--- src/rtl/pipeline_pkg.sv ---
// Shared scoreboard types and default widths for the decode/execute interlock.
package pipeline_pkg;

  localparam int AW_DEF = 5;
  localparam int LW_DEF = 3;
  localparam int IW_DEF = 2;

  typedef enum logic [1:0] {
    STALL_NONE = 2'd0,
    STALL_RAW  = 2'd1,
    STALL_WAW  = 2'd2,
    STALL_CAP  = 2'd3
  } stall_cause_e;

  typedef enum logic [1:0] {
    FWD_REGFILE = 2'd0,
    FWD_WB      = 2'd1,
    FWD_EXE     = 2'd2
  } fwd_sel_e;

endpackage

--- src/rtl/pipeline_scoreboard_sb_entry.sv ---
// One tracked register: outstanding-write count plus countdown to bypass availability.
module sb_entry
  import pipeline_pkg::*;
#(
  parameter int LW = LW_DEF,
  parameter int IW = IW_DEF
) (
  input  logic          clk,
  input  logic          reset,
  input  logic          i_load,
  input  logic [LW-1:0] i_lat_m1,
  input  logic          i_retire,
  output logic [IW-1:0] o_outst,
  output logic [LW-1:0] o_cnt
);

  logic [IW-1:0] r_outst;
  logic [LW-1:0] r_cnt;
  logic          w_ret;

  // Retire against an empty entry is dropped so the count never wraps.
  assign w_ret = i_retire & (r_outst != '0);

  always_ff @(posedge clk or posedge reset) begin
    if (reset) begin
      r_outst <= '0;
      r_cnt   <= '0;
    end else begin
      if (i_load)
        r_cnt <= i_lat_m1;
      else if (r_cnt != '0)
        r_cnt <= r_cnt - LW'(1);

      if (i_load && !w_ret)
        r_outst <= r_outst + IW'(1);
      else if (!i_load && w_ret)
        r_outst <= r_outst - IW'(1);
    end
  end

  assign o_outst = r_outst;
  assign o_cnt   = r_cnt;

endmodule

--- src/rtl/pipeline_scoreboard.sv ---
// Register scoreboard and issue-stall controller between decode and execute.
// Define PIPELINE_SCOREBOARD_STATS_EN to add saturating per-cause stall counters.
module pipeline_scoreboard
  import pipeline_pkg::*;
#(
  parameter int NUM_REGS     = 32,
  parameter int AW           = AW_DEF,
  parameter int MAX_LAT      = 4,
  parameter int LW           = LW_DEF,
  parameter int MAX_INFLIGHT = 3,
  parameter int IW           = IW_DEF
) (
  input  logic          clk,
  input  logic          reset,
  input  logic          issue_valid,
  input  logic [AW-1:0] issue_rs,
  input  logic          issue_rs_used,
  input  logic [AW-1:0] issue_rt,
  input  logic          issue_rt_used,
  input  logic          issue_wr,
  input  logic [AW-1:0] issue_rd,
  input  logic [LW-1:0] issue_lat,
  input  logic          flush,
  input  logic          wb_valid,
  input  logic [AW-1:0] wb_rd,
  output logic          issue_stall,
  output logic          issue_fire,
  output logic          fwd_a_hit,
  output logic          fwd_b_hit,
  output logic [LW+1:0] inflight
`ifdef PIPELINE_SCOREBOARD_STATS_EN
  ,
  output logic [31:0]   stat_raw,
  output logic [31:0]   stat_waw,
  output logic [31:0]   stat_cap
`endif
);

  localparam logic [LW-1:0] MAX_LAT_L = LW'(MAX_LAT);
  localparam logic [IW-1:0] MAX_INF_L = IW'(MAX_INFLIGHT);

  logic [NUM_REGS-1:0][IW-1:0] w_outst;
  logic [NUM_REGS-1:0][LW-1:0] w_cnt;
  logic [LW-1:0] w_lat_e;
  logic [LW-1:0] w_lat_m1;
  logic          w_a_pend, w_b_pend;
  logic          w_raw, w_waw, w_cap, w_any;
  logic          w_live, w_wr_fire, w_retire;
  logic [LW+1:0] r_inflight;

  always_comb begin
    w_lat_e = issue_lat;
    if (issue_lat == '0)
      w_lat_e = LW'(1);
    else if (issue_lat > MAX_LAT_L)
      w_lat_e = MAX_LAT_L;
  end
  assign w_lat_m1 = w_lat_e - LW'(1);

  assign w_a_pend = issue_rs_used & (issue_rs != '0) & (w_outst[issue_rs] != '0);
  assign w_b_pend = issue_rt_used & (issue_rt != '0) & (w_outst[issue_rt] != '0);

  assign w_raw = (w_a_pend & (w_cnt[issue_rs] != '0)) | (w_b_pend & (w_cnt[issue_rt] != '0));
  // A younger write may not land before an older one to the same register.
  assign w_waw = issue_wr & (w_outst[issue_rd] != '0) & (w_cnt[issue_rd] > w_lat_m1);
  assign w_cap = issue_wr & (w_outst[issue_rd] == MAX_INF_L);
  assign w_any = w_raw | w_waw | w_cap;

  assign w_live      = issue_valid & ~flush & ~reset;
  assign issue_stall = w_live & w_any;
  assign issue_fire  = w_live & ~w_any;
  assign fwd_a_hit   = ~reset & w_a_pend & (w_cnt[issue_rs] == '0);
  assign fwd_b_hit   = ~reset & w_b_pend & (w_cnt[issue_rt] == '0);

  assign w_wr_fire = issue_fire & issue_wr & (issue_rd != '0);
  assign w_retire  = wb_valid & (wb_rd != '0) & (w_outst[wb_rd] != '0);

  assign w_outst[0] = '0;
  assign w_cnt[0]   = '0;

  generate
    for (genvar gi = 1; gi < NUM_REGS; gi++) begin : g_entry
      sb_entry #(
        .LW (LW),
        .IW (IW)
      ) u_entry (
        .clk      (clk),
        .reset    (reset),
        .i_load   (w_wr_fire && (issue_rd == AW'(gi))),
        .i_lat_m1 (w_lat_m1),
        .i_retire (wb_valid && (wb_rd == AW'(gi))),
        .o_outst  (w_outst[gi]),
        .o_cnt    (w_cnt[gi])
      );
    end
  endgenerate

  // Tracks the sum of all outstanding counts incrementally, in step with the entries.
  always_ff @(posedge clk or posedge reset) begin
    if (reset)
      r_inflight <= '0;
    else
      r_inflight <= r_inflight + (LW+2)'(w_wr_fire) - (LW+2)'(w_retire);
  end
  assign inflight = r_inflight;

`ifdef PIPELINE_SCOREBOARD_STATS_EN
  logic [31:0] r_stat_raw, r_stat_waw, r_stat_cap;

  always_ff @(posedge clk or posedge reset) begin
    if (reset) begin
      r_stat_raw <= '0;
      r_stat_waw <= '0;
      r_stat_cap <= '0;
    end else begin
      if (w_live && w_raw && (r_stat_raw != '1)) r_stat_raw <= r_stat_raw + 32'd1;
      if (w_live && w_waw && (r_stat_waw != '1)) r_stat_waw <= r_stat_waw + 32'd1;
      if (w_live && w_cap && (r_stat_cap != '1)) r_stat_cap <= r_stat_cap + 32'd1;
    end
  end

  assign stat_raw = r_stat_raw;
  assign stat_waw = r_stat_waw;
  assign stat_cap = r_stat_cap;
`endif

endmodule

--- config.mk ---
export PLATFORM = sky130hd
export DESIGN_NAME = pipeline_scoreboard
export DESIGN_NICKNAME = d
export VERILOG_FILES = /design/src/rtl/pipeline_pkg.sv /design/src/rtl/pipeline_scoreboard_sb_entry.sv /design/src/rtl/pipeline_scoreboard.sv
export SDC_FILE = /design/constraint.sdc
export NUM_CORES = 1
export LEC_CHECK = 0
export CAP_MARGIN = 5
export CORE_ASPECT_RATIO = 0.7
export CORE_UTILIZATION = 40
export CTS_CLUSTER_SIZE = 14
export DETAILED_ROUTE_END_ITERATION = 16
export MAX_ROUTING_LAYER = met4
export SLEW_MARGIN = 20
export SYNTH_ARGS = -nofsm -noshare
export SYNTH_HDL_FRONTEND = slang
export SYNTH_SLANG_ARGS = --single-unit
--- constraint.sdc ---
create_clock -name clk -period 4.8 [get_ports clk]
set_input_delay 0.48 -clock clk [delete_from_list [all_inputs] [get_ports clk]]
set_output_delay 0.48 -clock clk [all_outputs]
set_load 0.01 [all_outputs]
# Word-level counts from Yosys, hierarchy flattened
# Index checks and enable logic that the tools add are counted.
# Widths: inputs -> output; s select.
[op_classes]
addsub = 96
mul = 0
div_mod_pow = 0
n_lt_le_gt_ge = 6
n_eq_ne = 63
shift = 0
mux = 140
bitwise_logic = 58
reduce_logical = 323
[ops]
columns = ["operator", "n"]
rows = [
  ["$mux 3", 67],
  ["$reduce_bool 2->1", 97],
  ["$eq 5x5->1 const B", 32],
  ["$mux 2", 66],
  ["$logic_and 1x1->1", 124],
  ["$reduce_bool 3->1", 33],
  ["$sub 3x1->3 const B", 32],
  ["$eq 5x4->1 const B", 16],
  ["$add 2x1->2 const B", 31],
  ["$logic_not 1->1", 62],
  ["$sub 2x1->2 const B", 31],
  ["$and 1x1->1", 52],
  ["$bmux 3 s5", 3],
  ["$bmux 2 s5", 4],
  ["$eq 5x3->1 const B", 8],
  ["$lt 5x6->1 const B", 4],
  ["$eq 5x2->1 const B", 4],
  ["$reduce_bool 5->1", 4],
  ["$eq 5x1->1 const B", 2],
  ["$logic_not 3->1", 3],
  ["$add 5x1->5", 1],
  ["$sub 5x1->5", 1],
  ["$gt 3x3->1", 1],
  ["$gt 3x3->1 const B", 1],
  ["3 further kinds", 7],
]
[word_totals]
reg_bits = 160
latchBits = 0
mem_bits_rw = 0
mem_bits_ro = 0
input_bits = 31
mem_count = 0

# Depth between registers and ports, before layout
# Gate-level depths: netlist of run 1.
[logic_depth]
depth_word = 17
ltp_mapped = 24
depth_no_buf = 20

# By module
# Synthesis of run 1 repeated with hierarchy kept, for this count alone.
[unflattened]
hier_cells = 1313
area_unflattened_um2 = 13018.7
[modules_own_cells]
columns = ["mod", "instances", "cells_per_inst", "area_each_um2", "seq_area_each_um2"]
rows = [
  ["sb_entry", 31, 26, 284.0, 125.1],
  ["pipeline_scoreboard", 1, 507, 4214.0, 125.1],
]

# Least setup slack after synthesis of run 1
# OpenSTA, ideal clock, no wires.
[synth_path]
kind = "input to register"
from = "in issue_rd[1]"
to = "reg r_inflight[4], in the netlist inflight[4]"
setup_time_ps = 124
arrival_ps = 5305
slack_ps = -629
stages = 22
path_buffers = 5
cell_sequence = "buf_2 -> buf_2 -> buf_1 -> buf_1 -> mux4_2 -> mux4_2 -> mux2_2 -> ha_1 -> a21o_1 -> a21oi_1 -> a31oi_1 -> a2bb2oi_2 -> clkbuf_2 -> and2_1 -> nand4_1 -> ha_1 -> inv_1 -> ha_1 -> fa_1 -> a21o_1 -> a21oi_1 -> xnor2_1"
[synth_between]
elab_chain_cells = 13
word_cells_on_any_way = 19
[synth_lines]
columns = ["item", "line_no", "rtl"]
rows = [
  ["from (decl)", "pipeline_scoreboard.sv:21", "input logic [AW-1:0] issue_rd,"],
  ["branches (longest 10 deep; another with $gt 3x3->1)", "--", ""],
  ["$and 1x1->1 (*)", "pipeline_scoreboard.sv:75", "assign w_wr_fire = issue_fire & issue_wr & (issue_rd != '0);"],
  ["$add 5x1->5 (*)", "pipeline_scoreboard.sv:103", "r_inflight <= r_inflight + (LW+2)'(w_wr_fire) - (LW+2)'(w_retire);"],
  ["$sub 5x1->5 (*)", "pipeline_scoreboard.sv:103", ""],
  ["to (signal assigned)", "pipeline_scoreboard.sv:103", ""],
  ["to (decl)", "pipeline_scoreboard.sv:49", "logic [LW+1:0] r_inflight;"],
]
# Mark *: on every way between the ends. The select of a mux whose other input is x is not followed.
# A chain may end at the register's enable or synchronous reset.

# Worst setup path after layout of run 1
[layout_path]
from = "reg g_entry[22].u_entry.r_cnt[0]"
to = "out issue_fire"
[layout_between]
elab_chain_cells = 9
word_cells_on_any_way = 17
[layout_lines]
columns = ["item", "line_no", "rtl"]
rows = [
  ["from (decl)", "pipeline_scoreboard_sb_entry.sv:18", "logic [LW-1:0] r_cnt;"],
  ["from (signal assigned)", "pipeline_scoreboard_sb_entry.sv:30", "r_cnt <= i_lat_m1;"],
  ["from (signal assigned)", "pipeline_scoreboard_sb_entry.sv:32", "r_cnt <= r_cnt - LW'(1);"],
  ["branches (longest 5 deep; another with $gt 3x3->1)", "--", ""],
  ["$or 1x1->1 (*) (2 in a row)", "pipeline_scoreboard.sv:67", "assign w_any = w_raw | w_waw | w_cap;"],
  ["$not 1->1 (*)", "pipeline_scoreboard.sv:71", "assign issue_fire = w_live & ~w_any;"],
  ["$and 1x1->1 (*)", "pipeline_scoreboard.sv:71", ""],
  ["to (decl)", "pipeline_scoreboard.sv:27", "output logic issue_fire,"],
]
# Marks and branches as above.

==> results.json, run 1 <==
{
  "max-clock-path-buffers": 2,
  "clock_sinks": 160,
  "portBuffers": 39,
  "path_class": "flop to primary output",
  "cts_tree": "built",
  "maxCapViolations": 0,
  "ff2ff_setup_slack_ns": 0.37,
  "post-route-min-period_ns": 4.608,
  "tightest_slew_ns": 0.9948,
  "syn_area_um2": 12970,
  "yosys.area_share.xor_xnor_pct": 8.713,
  "intPower_mw": 4.969,
  "drt_wl_total_um": 40340,
  "critPathBufInv": 4,
  "grt_pass1_vias": 10460,
  "path_delay_family": "buffers and inverters",
  "arrival_ns": 4.13,
  "ys_warn_count": 0,
  "ant_nets": 0,
  "synth_edf_count": 0,
  "hold_path.startpoint": "g_entry[11].u_entry.o_outst[1]$_DFFE_PP0P_",
  "synth_area_per_cell_um2": 9.757,
  "finalMaxSlewViolations": 0,
  "area_growth_syn_to_layout_pct": 14.82,
  "synth_top_family_by_area": "multiplexers",
  "crit_path_max_incr_delay_ns": 0.57,
  "switchingPower_mw": 3.537,
  "cp_slowest_cell": "clkdlybuf4s50_1",
  "grt_pass1_wl_um": 63150,
  "pwr-share-comb_pct": 46.2,
  "hold_depth": 1,
  "swShare_pct": 41.59,
  "placed_cells_incl_taps": 1801,
  "cts_resized": 0,
  "path_cells": "buf_4 -> nor3_1 -> a2111oi_0 -> buf_4 -> a2111oi_0 -> a2111o_1 -> a221oi_1 -> nor2_4 -> buf_6 -> and3_1 -> clkdlybuf4s50_1",
  "path_depth": 11,
  "fin_skew_ns": 0.008787,
  "cp-end-kind": "primary output",
  "ys_ff_latch": 160,
  "power_mw": 8.506,
  "gp_congestion": 0.9924,
  "ff2ff_path_depth": 17,
  "setup_violations": 0,
  "crit_fanout": 56,
  "multiInputGateArea_um2": 8374,
  "period_share_pct": 95.99,
  "grt.total_usage_pct": 26.03,
  "die_h_um": 152.6,
  "vias": 10740,
  "grt_setup_unrepaired": "no",
  "synth_nets": 1463,
  "fin_area_um2": 14890,
  "holdPathEnd": "g_entry[11].u_entry.o_outst[1]$_DFFE_PP0P_",
  "final_nets": 1534,
  "path_clk_slew_ns": 0.06,
  "rows": 54,
  "seqCellArea_um2": 4004,
  "grt-ovfl-total": 0,
  "htree_levels": 4,
  "initial_core_util_pct": 41.10,
  "start_kind": "flop",
  "die_w_um": 217.2,
  "placed_area_um2": 14210,
  "wl_per_cell_um": 22.03,
  "numCtsBuffers": 17,
  "synth_fa_ha_area_share_pct": 9.996,
  "yosysSeqAreaShare_pct": 30.88,
  "postCtsSetupBuffers": 0,
  "p_per_area_nw_per_um2": 571.3,
  "remaining_drc_errors": 0,
  "fmax_ghz": 0.2170,
  "rr_startpoint": "g_entry[19].u_entry.o_cnt[1]$_DFFE_PP0P_",
  "ys_types": 68,
  "r2r_end": "inflight[4]$_DFF_PP0_",
  "synthCells": 1329,
  "dr.pass1.iters": 7,
  "synth_ff_type": "dfrtp_1",
  "status": "complete, no violations",
  "insertion_delay_ns": 0.46,
  "fin_cells": 1831,
  "num_io_pins": 40,
  "power_frac_seq_pct": 34.8,
  "p_leak_nw": 7.278,
  "synth-compound-area-share_pct": 8.134,
  "nFillCells": 2946,
  "synthMuxAreaShare_pct": 19.49,
  "hold_path.class": "flop to flop",
  "fp.dieArea_um2": 33150,
  "p_clk_share_pct": 19.0,
  "antennaDiodeCount": 0,
  "final_core_util_pct": 47.19,
  "dp_hpwl_um": 30970,
  "hold_violations": 0,
  "synthArstFlopShare_pct": 100.0,
  "synth-simple-area-share_pct": 18.01,
  "relSlewSlack_pct": 33.68,
  "ctsRootBufferMaster": "clkbuf_16",
  "drt_iter0_drc": 1201,
  "via_per_inst": 5.866,
  "antenna_found_initial": 0,
  "postCtsHoldBufs": 0,
  "layout-drive-gt1-share_pct": 12.97,
  "worst-endpoint-required_ns": 4.32,
  "setup_tns_ns": 0,
  "core_um2": 31550,
  "grt_max_degree": 161,
  "peakVddDrop_mv": 0.2890
}
[state kept, by name, summed over array words and instances (netlist names)]
signal / flops
g_entry.u_entry.o_cnt: 93
g_entry.u_entry.o_outst: 62
inflight: 5
[layout make-up]
type	instances	area share, %
well taps	420	3.529
inverters	89	2.269
repair buffers	112	6.563
clock inverters	11	1.597
flip-flops and latches	160	26.89
clock buffers	19	2.908
multi-input cells	1020	56.24
[power groups by stage]
stage	logic (mW)	clock network, mW	registers, mW
2_1_floorplan	2.95	0	2.58
3_3_place_gp	3.75	0	2.94
3_5_place_dp	3.87	0	2.93
4_1_cts	3.91	1.64	2.92
5_1_grt	4.39	1.70	3.04
6_report	3.93	1.62	2.96
[cells in the mapped netlist (4+ instances only)]
master | instances | area (um^2)
nor2_1 | 139 | 521.8
buf_1 | 8 | 30.03
nand4_1 | 4 | 25.02
nor3b_1 | 4 | 30.03
a21oi_1 | 19 | 95.09
or2_2 | 4 | 25.02
a2111oi_0 | 9 | 78.83
nor2b_1 | 13 | 81.33
nor4_1 | 18 | 112.6
o211ai_1 | 7 | 52.55
a211oi_1 | 17 | 127.6
a221oi_1 | 4 | 35.03
nand2b_1 | 39 | 244.0
o311ai_0 | 4 | 35.03
mux2_2 | 6 | 67.56
and3_1 | 26 | 162.7
nand3b_1 | 24 | 180.2
nand3_1 | 37 | 185.2
buf_2 | 13 | 65.06
dfrtp_1 | 160 | 4004
mux4_2 | 51 | 1149
or4_1 | 4 | 30.03
o21ai_0 | 52 | 260.3
inv_1 | 88 | 330.3
nand2_1 | 63 | 236.5
nand3_4 | 10 | 175.2
mux2i_1 | 131 | 1311
clkbuf_1 | 33 | 123.9
ha_1 | 102 | 1276
a31oi_1 | 6 | 37.54
nor4b_1 | 4 | 35.03
a21o_1 | 4 | 30.03
nor3_1 | 47 | 235.2
xor2_1 | 63 | 551.8
xnor2_1 | 66 | 578.1
[how the worst max path moves through the flow]
| stage | start | end | slack, ns |
|---|---|---|---|
| floorplan | issue_rd[1] | inflight[4]$_DFF_PP0_ | -0.12 |
| global placement | issue_rd[0] | inflight[4]$_DFF_PP0_ | 0.05 |
| detailed placement | issue_rd[0] | inflight[4]$_DFF_PP0_ | 0.03 |
| CTS | issue_rt[0] | issue_fire | 0.12 |
| global route | g_entry[22].u_entry.o_cnt[0]$_DFFE_PP0P_ | issue_fire | 0.02 |
| finish | g_entry[22].u_entry.o_cnt[0]$_DFFE_PP0P_ | issue_fire | 0.19 |
[worst reg2reg max path, cell delays in order (launching register included)]
cell,delay [ns]
dfrtp_1,0.44
mux4_2,0.51
mux4_2,0.51
mux2_2,0.29
ha_1,0.29
a21o_1,0.16
a21oi_1,0.14
a31oi_1,0.09
a2bb2oi_4,0.18
and2_1,0.16
nand4_1,0.14
ha_1,0.33
inv_1,0.04
ha_1,0.20
fa_1,0.41
a21o_1,0.17
a21oi_1,0.17
xnor2_1,0.13
[cell usage in the layout (no fill, tap or decap), drive strengths merged, types with 4 or more instances in the layout]
cell,Yosys,final
and3,26,26
inv,89,88
xor2,63,63
nor3b,4,4
nor2b,13,13
a21o,4,4
dfrtp,160,160
nand3b,24,24
nand2b,39,39
a21oi,19,19
nand2,63,63
nand4,4,4
a211oi,17,17
ha,102,102
clkinv,0,4
nor4,18,18
xnor2,66,66
a31oi,6,6
or4,4,4
mux4,51,51
o311ai,4,4
nor3,48,48
clkbuf,34,19
o211ai,7,7
mux2,6,6
buf,26,76
or2,4,4
o21ai,52,52
clkdlybuf4s50,0,36
nor4b,4,4
nor2,139,139
nand3,47,47
a2111oi,9,9
a221oi,4,4
mux2i,131,131
bufinv,0,7
[kinds of logic (layout without fill, tap and decap cells)]
kind of cell,after synthesis,count (layout)
DFF,160,160
buffers and inverters,149,231
AOI/OAI and AO/OA,156,156
adders and majority gates,103,103
xor gates and xnor gates,129,129
and+or+nand+nor,444,444
muxes,188,188
[per-stage QoR]
step	hold slack (ns)	setup slack, ns
after floorplan	0.4581	-0.1202
after global placement	0.4841	0.05229
after detailed placement	0.4811	0.03071
after CTS	0.4951	0.1196
after global routing	0.5306	0.02140
final	0.4960	0.1923
[layer usage]
layer | vias to the layer above | GRT usage, % | part of all wire (%)
met4 | 0 | 8.518 | 2.6
met5 | - | - | 0
met2 | 498 | 35.16 | 41
met3 | 63 | 6.008 | 9.6
met1 | 5282 | 37.79 | 47
li1 | 4897 | - | -
(Power assumes the default switching activity.)
==> inputs of run 2 (changes only) <==
Settings changed: GPL_ROUTABILITY_DRIVEN set to 1.
==> results of run 2 <==
The final DEF is identical to that of run 1; final timing and power are the same.
==> inputs of run 3 (changes only) <==
Settings changed: GPL_TIMING_DRIVEN set to 0.
==> run 3 against run 2 <==
Compared with the run above: total power shrank 2.5%; cell count grew 0.16%; clock skew rose by 0.0024 ns; combinational power about the same; core utilization barely moved; critical path depth grew 11; sequential share of layout area barely moved; routed wire length up 4.4%; largest cell class unchanged; largest power group unchanged; critical endpoint is now inflight[4]$_DFF_PP0_.
==> results.json, run 3 (same netlist as run 1, synthesis figures left out) <==
{
  "status": "complete, no violations",
  "clock_sinks": 160,
  "finalMaxSlewViolations": 0,
  "path_delay_family": "multiplexers",
  "final_common_cell": "dfrtp_1",
  "relSlewSlack_pct": 44.04,
  "tightest_slew_ns": 0.8363,
  "num_io_pins": 40,
  "die_h_um": 152.6,
  "dpl_worst_slack_ns": -1.747,
  "hold_path.class": "input pin to async pin",
  "peakVddDrop_mv": 0.3008,
  "path_class": "input pin to flop",
  "nFillCells": 2965,
  "hold_violations": 0,
  "setup_tns_ns": 0,
  "worst-endpoint-required_ns": 5.19,
  "wl_per_cell_um": 22.96,
  "final_nets": 1536,
  "path_clk_slew_ns": 0.07,
  "placed_area_um2": 14020,
  "drt_iter0_drc": 1304,
  "via_per_inst": 5.935,
  "fin_area_um2": 14900,
  "critPathBufInv": 6,
  "core_um2": 31550,
  "insertion_delay_ns": 0.46,
  "area_growth_syn_to_layout_pct": 14.90,
  "layout-drive-gt1-share_pct": 11.60,
  "initial_core_util_pct": 41.10,
  "grt_max_degree": 34,
  "ff2ff_setup_slack_ns": 0.21,
  "crit_fanout": 10,
  "ff2ff_path_depth": 18,
  "dr.pass1.iters": 5,
  "period_share_pct": 99.24,
  "rr_startpoint": "g_entry[26].u_entry.o_cnt[1]$_DFFE_PP0P_",
  "fin_skew_ns": 0.01115,
  "post-route-min-period_ns": 4.763,
  "drt_wl_total_um": 42110,
  "postCtsHoldBufs": 0,
  "dp_hpwl_um": 32560,
  "gp_congestion": 0.9910,
  "cp-end-kind": "flop",
  "grt-ovfl-total": 0,
  "r2r_end": "inflight[4]$_DFF_PP0_",
  "grt_pass1_wl_um": 64940,
  "portBuffers": 37,
  "start_kind": "input pin",
  "ctsRootBufferMaster": "clkbuf_16",
  "die_w_um": 217.2,
  "whs_ns": 0.4912,
  "p_per_area_nw_per_um2": 556.9,
  "ant_nets": 0,
  "arrival_ns": 5.15,
  "p_leak_nw": 7.222,
  "grt_pass1_vias": 10590,
  "fmax_ghz": 0.2099,
  "numCtsBuffers": 17,
  "htree_levels": 4,
  "fp.dieArea_um2": 33150,
  "cts_tree": "built",
  "vias": 10890,
  "crit_path_max_incr_delay_ns": 0.52,
  "power_mw": 8.297,
  "largest_reg_flops": 93,
  "mostFrequentLayoutCells": "dfrtp_1, nor2_1, mux2i_1",
  "antenna_found_initial": 0,
  "remaining_drc_errors": 0,
  "max-clock-path-buffers": 2,
  "grt.total_usage_pct": 27.09,
  "path_cells": "buf_6 -> buf_12 -> buf_8 -> buf_6 -> mux4_2 -> mux4_2 -> mux2_2 -> ha_4 -> a21o_1 -> a21oi_2 -> a31oi_1 -> a2bb2oi_2 -> clkbuf_8 -> and2_4 -> nand4_1 -> ha_1 -> inv_1 -> ha_2 -> fa_2 -> a21o_1 -> a21oi_2 -> xnor2_1",
  "cp_slowest_cell": "mux4_2",
  "setup_slack_ns": 0.03670,
  "antennaDiodeCount": 0,
  "maxCapViolations": 0,
  "setup_violations": 0,
  "rows": 54
}
==> run 3: changes by cell type in the layout (fill, tap and decap cells not counted), sizes merged <==
cell           change
bufinv             -5
buf               -32
clkinvlp           +3
bufbuf             +1
clkdlybuf4s50      -3
dlymetal6s2s       +3
clkbuf            +37
clkinv             -1
==> run 3: through the flow <==
stage	utilization (%)	cells
2_1_floorplan	-	1329
3_3_place_gp	44.02	1786
3_5_place_dp	44.42	1792
4_1_cts	46.92	1832
5_1_grt	47.22	1834
6_report	47.22	1834
==> run 3: cell type report <==
cell class	instances	area [um^2]	area share [%]
Inverter	89	337.8	2.267
Timing Repair Buffer	55	619.3	4.157
Sequential cell	160	4004	26.87
Clock buffer	23	488.0	3.275
Buffer	59	401.6	2.696
Clock inverter	8	105.1	0.7054
Multi-Input combinational cell	1020	8418	56.50
Tap cell	420	525.5	3.527
==> run 3: worst max path at each step <==
stage	endpoint	slack, ns	start	depth (start not counted)
after floorplan	inflight[4]$_DFF_PP0_	-0.12	issue_rd[1]	22
after global placement	inflight[4]$_DFF_PP0_	-1.75	issue_lat[0]	22
after detailed placement	inflight[4]$_DFF_PP0_	-1.75	issue_lat[0]	22
after CTS	inflight[4]$_DFF_PP0_	-0.02	issue_rd[0]	22
after global routing	inflight[4]$_DFF_PP0_	-0.04	issue_lat[2]	21
final	inflight[4]$_DFF_PP0_	0.04	issue_rd[1]	22
==> run 3: worst register-to-register path, delay by kind of cell (launching register included) <==
family                   cells  cell delay (ns)
XOR/XNOR                     1             0.12
AND/OR/NAND/NOR              2             0.33
AO/OA/AOI/OAI                6             0.94
multiplexers                 3             1.34
adder cells (fa/ha/maj)      4             1.11
flip-flops                   1             0.45
buffers and inverters        2             0.21
==> run 3: what timing repair did <==
item	in CTS	in global routing
setup endpoints to repair	66	3
pin swaps	3	5
resized for setup	41	24
cloned	1	0
endpoints found under the hold margin	0	0
buffers inserted	8	3
==> run 3: power by group <==
group          internal (mW)  switching [mW]  total [mW]
logic                   1.96            1.99        3.94
registers               1.99           0.935        2.92
clock network          0.819           0.612        1.43
total                   4.76            3.54        8.30
==> run 3: routing by layer <==
layer / track usage, % / vias up / wire (um)
li1: - / 4914 / -
met1: 38.78 / 5334 / 19470
met2: 35.86 / 566 / 16870
met3: 9.242 / 71 / 4864
met4: 6.808 / 0 / 908
met5: - / - / 0
